**config.mk**
```make
export PLATFORM = sky130hd
export DESIGN_NAME = alu_issue_ctrl
export DESIGN_NICKNAME = d
export VERILOG_FILES = /design/src/rtl/alu_issue_ctrl.sv
export SDC_FILE = /design/constraint.sdc
export NUM_CORES = 1
export LEC_CHECK = 0
export CORE_AREA = 3 3 55 47
export DETAILED_ROUTE_END_ITERATION = 10
export DIE_AREA = 0 0 58 50
export PLACE_DENSITY = 0.85
export SLEW_MARGIN = 5
export SYNTH_ARGS = -nofsm -noshare
export SYNTH_HDL_FRONTEND = slang
export SYNTH_SLANG_ARGS = --single-unit
```
**constraint.sdc**
```tcl
create_clock -name clk -period 3.59 [get_ports clk]
set_clock_uncertainty 0.2 [all_clocks]
set_input_delay 0.718 -clock clk [delete_from_list [all_inputs] [get_ports clk]]
set_output_delay 0.718 -clock clk [all_outputs]
set_load 0.005 [all_outputs]
```
**src/rtl/alu_issue_ctrl.sv**
```systemverilog
// alu_issue_ctrl
//   Sequencing stage in front of the 4-bit ALU output mux. Accepts one
//   instruction (opcode + operand) per valid/ready handshake, drives the ALU
//   select and operands for one EXEC cycle, writes the ALU result back into
//   the accumulator and flags, then pulses done. One instruction per 3 cycles.
//
// Ports
//   clk, rst_n            clock, async active-low reset
//   in_valid/in_ready     instruction handshake (accepted only in IDLE)
//   in_opcode, in_operand 4-bit opcode and B operand
//   acc_clr               sync clear of accumulator and flags, any state
//   alu_control           ALU mux select (0 outside EXEC and for illegal ops)
//   alu_a, alu_b          ALU operands (A is the accumulator)
//   alu_result, alu_carry ALU combinational result and carry/borrow
//   acc                   accumulator
//   flag_z/flag_c/flag_err zero, carry, illegal-opcode flags
//   done                  one-cycle retire pulse
module alu_issue_ctrl #(
  parameter logic [3:0] ACC_RESET = 4'b0000
) (
  input  logic       clk,
  input  logic       rst_n,
  input  logic       in_valid,
  output logic       in_ready,
  input  logic [3:0] in_opcode,
  input  logic [3:0] in_operand,
  input  logic       acc_clr,
  output logic [3:0] alu_control,
  output logic [3:0] alu_a,
  output logic [3:0] alu_b,
  input  logic [3:0] alu_result,
  input  logic       alu_carry,
  output logic [3:0] acc,
  output logic       flag_z,
  output logic       flag_c,
  output logic       flag_err,
  output logic       done
);

  typedef enum logic [1:0] {IDLE, EXEC, DONE} state_t;

  state_t state;
  logic   lat_legal;   // latched opcode was legal
  logic   lat_addsub;  // latched opcode produces a meaningful carry

  function automatic logic is_legal(input logic [3:0] op);
    case (op)
      4'b0100, 4'b0101,
      4'b1000, 4'b1001, 4'b1010, 4'b1011,
      4'b1100, 4'b1101, 4'b1110, 4'b1111: is_legal = 1'b1;
      default:                            is_legal = 1'b0;
    endcase
  endfunction

  assign alu_a = acc;

  always_ff @(posedge clk or negedge rst_n) begin
    if (!rst_n) begin
      state       <= IDLE;
      in_ready    <= 1'b1;
      done        <= 1'b0;
      alu_control <= 4'b0000;
      alu_b       <= 4'b0000;
      lat_legal   <= 1'b0;
      lat_addsub  <= 1'b0;
      acc         <= ACC_RESET;
      flag_z      <= (ACC_RESET == 4'b0000);
      flag_c      <= 1'b0;
      flag_err    <= 1'b0;
    end else begin
      case (state)
        IDLE: begin
          if (in_valid) begin
            lat_legal   <= is_legal(in_opcode);
            lat_addsub  <= (in_opcode[3:1] == 3'b010);
            // Illegal opcodes select mux input 0 so the ALU stays quiet.
            alu_control <= is_legal(in_opcode) ? in_opcode : 4'b0000;
            alu_b       <= in_operand;
            in_ready    <= 1'b0;
            state       <= EXEC;
          end
        end
        EXEC: begin
          alu_control <= 4'b0000;
          done        <= 1'b1;
          state       <= DONE;
          if (lat_legal) begin
            acc      <= alu_result;
            flag_z   <= (alu_result == 4'b0000);
            flag_c   <= lat_addsub ? alu_carry : 1'b0;
            flag_err <= 1'b0;
          end else begin
            flag_err <= 1'b1;
          end
        end
        DONE: begin
          done     <= 1'b0;
          in_ready <= 1'b1;
          state    <= IDLE;
        end
        default: begin
          done        <= 1'b0;
          in_ready    <= 1'b1;
          alu_control <= 4'b0000;
          state       <= IDLE;
        end
      endcase
      // Placed last so a clear during EXEC overrides the writeback above.
      if (acc_clr) begin
        acc      <= ACC_RESET;
        flag_z   <= (ACC_RESET == 4'b0000);
        flag_c   <= 1'b0;
        flag_err <= 1'b0;
      end
    end
  end

endmodule
```
==> impl_metrics.py <==
metrics = {
    "clocking": {
        "cts_buffers": 3,
        "cts.repair.resized": 0,
        "cts_tree": "built",
        "cts_max_path_buffers": 2,
        "cts_sinks": 21,
        "clock-root-buffer": "clkbuf_4",
        "clk_transition_reported_paths_ns": 0.11,
        "h-tree-depth": 1,
        "clock_latency_ns": 0.29,
        "hold_buffers": 0,
        "postCtsSetupBuffers": 0,
    },
    "critical_path": {
        "critPathMaxStageDelay_ns": 0.55,
        "worstSetupEndpointType": "output pin",
        "cp.arrival_ns": 1.34,
        "cp_max_fo": 2,
        "critical_path_class": "flop to output pin",
        "path_buf_inv": 1,
        "start_kind": "flop",
        "crit_chain": "clkdlybuf4s50_1",
        "required_ns": 2.67,
        "critPathTopFamily": "flip-flops",
        "critPathSlowestCell": "dfstp_2",
    },
    "layout": {
        "drive_gt1_share_pct": 10.8,
        "layout.cells.non_filler": 136,
        "num-nets-final": 129,
        "insertedDiodeCount": 0,
        "postLayoutCoreUtil_pct": 60.4,
        "num-fill-cells": 175,
        "area_delta_synth_final_pct": 43.8,
    },
    "sta": {
        "rsz0062_at_grt": "false",
        "setup_viol_count_final": 0,
        "fin_ws_ns": 1.33,
        "slew_headroom_pct": 40.3,
        "fin_crit_ns": 2.26,
        "post-route-period-util_pct": 63.0,
        "tightestPinTransition_ns": 0.892,
        "fmax_mhz": 442,
        "fin_tns_setup_ns": 0,
        "hold_viol": 0,
        "final-max-slew-violation-count": 0,
    },
    "global_route": {
        "grt_pass1_vias": 681,
        "grt_overflow": 0,
        "use_met1_pct": 19.2,
        "grt_start_max_net_pins": 22,
        "gr-usage-met3_pct": 3.40,
        "grt_pass1_wl_microns": 3130,
        "grtUsageTotal_pct": 13.9,
        "grt_use_met2_pct": 21.2,
        "busiest_layer": "met2",
        "antenna_found_initial": 0,
    },
    "drt": {
        "first_pass_iters": 4,
        "vias": 681,
        "wl_per_cell_microns": 13.4,
        "drtIter0Drc": 10,
        "drt-total-wl_microns": 1820,
        "viasPerCell": 5.01,
        "drtAntennaViolNets": 0,
        "drcViolationCount": 0,
    },
    "job": {
        "maxCapViolCount": 0,
    },
    "die": {
        "fp.dieH_microns": 50,
        "start_util_pct": 42.0,
        "coreArea_sq_mm": 0.00210,
        "ioPinCount": 38,
        "fp-row-count": 15,
        "fp.dieW_microns": 58,
        "die_area_sq_mm": 0.00290,
    },
    "power_and_ir_drop": {
        "netSwitchingPower_uw": 145,
        "p_int_uw": 417,
        "irDropWorstVdd_mv": 0.326,
        "p_seq_share_pct": 53.8,
        "pwr-share-comb_pct": 26.9,
        "power_frac_clock_pct": 19.3,
        "power.leakage_uw": 0.000554,
        "p_per_area_mw_per_mm2": 443,
        "netSwitchingFraction_pct": 25.8,
    },
    "min_path": {
        "min_path_type": "flop to flop",
    },
    "place": {
        "io_buffers": 37,
        "dp_slack_ns": 1.29,
        "place_congestion": 0.734,
        "dp.cells": 132,
        "dpl.hpwl_microns": 1420,
    },
    "synthesis": {
        "synth_area_leaders": "dfrtp_1 54%, dfstp_2 5.9%, mux2i_1 5.7%",
        "avgSynthCellArea_sq_um": 11.8,
        "synth_warnings": 0,
        "syn_inst": 75,
        "mappedNetlistNets": 92,
        "synth_top_area_cell": "dfrtp_1",
        "ys_types": 22,
        "synth_area_sq_um": 883,
        "yosysSeqAreaShare_pct": 59.8,
        "ys_ff_latch": 21,
        "synth_top_area_share_pct": 53.8,
    },
    "outcome": {
        "outcome": "finished clean",
    },
}
==> sequential cells by signal, summed over array words and instances, names as in the netlist <==
register / count
flag_c: 1
alu_b: 4
lat_legal: 1
flag_err: 1
state: 2
flag_z: 1
in_ready: 1
done: 1
alu_control: 4
acc: 4
lat_addsub: 1
==> Yosys cell counts <==
master	instances
o21ai_0	3
nand3b_1	1
nand3_1	2
or4_1	1
nand2_1	7
dfrtp_1	19
nor3b_4	1
nand2b_1	2
mux2_2	4
nor2b_1	2
dfstp_2	2
buf_6	1
nor2_1	10
nand3b_2	1
inv_1	1
a211o_1	1
o211ai_1	1
a21oi_1	5
and2b_2	1
nand4_1	1
buf_4	4
mux2i_1	5
==> cell usage in the layout (no fill, tap or decap), drive strengths merged, types with 3 or more instances in the layout <==
| master | n |
|---|---|
| a21oi | 5 |
| clkbuf | 4 |
| clkdlybuf4s50 | 37 |
| dfrtp | 19 |
| mux2 | 4 |
| mux2i | 5 |
| nand2 | 7 |
| nor2 | 10 |
| o21ai | 3 |
==> power groups by stage <==
stage               combinational [uW]  sequential (uW)  clock, uW
floorplan                         61.5              303          0
global placement                   149              306          0
detailed placement                 153              307          0
CTS                                153              303        113
global route                       166              309        123
finish                             151              303        109
==> per-layer routing <==
| metal | routed length [microns] | up-vias |
|---|---|---|
| met5 | 0 | - |
| met4 | 28 | 0 |
| met3 | 137 | 4 |
| met2 | 865 | 30 |
| met1 | 791 | 318 |
| li1 | - | 329 |
==> area by class of cell <==
class / count / area [sq um] / share of cell area [%]
Clock buffer: 4 / 26.3 / 2.07
Inverter: 1 / 3.75 / 0.296
Multi-Input combinational cell: 48 / 310 / 24.4
Sequential cell: 21 / 528 / 41.6
Tap cell: 25 / 31.3 / 2.46
Timing Repair Buffer: 37 / 370 / 29.2
==> through the flow <==
stage / power, uW / hold WS [ns] / area, sq um
6_report: 562 / 0.304 / 1270
5_1_grt: 597 / 0.337 / 1270
4_1_cts: 570 / 0.308 / 1270
3_5_place_dp: 460 / 0.290 / 1240
3_3_place_gp: 456 / 0.278 / 1240
2_1_floorplan: 365 / 0.222 / 883
==> kinds of logic after synthesis <==
kind of cell           Yosys count  synth area share, %
and+or+nand+nor                 29                 18.0
AOI/OAI and AO/OA               10                 6.37
buffers and inverters            6                 5.10
muxes                            9                 10.8
DFF                             21                 59.8
==> path summary, 6_finish.rpt <==
path                       startpoint  slack [ns]        to  cells past startpoint
max                          in_ready        1.33  in_ready                      1
min                          in_ready        0.30  in_ready                      2
max reg2reg                  state[0]        1.98  alu_b[1]                      2
min reg2reg                  in_ready        0.30  in_ready                      2
max in group asynchronous       rst_n        1.93  alu_b[1]                      1
min in group asynchronous       rst_n        0.72    acc[2]                      1
No activity file was read; power rests on OpenSTA's default activity.
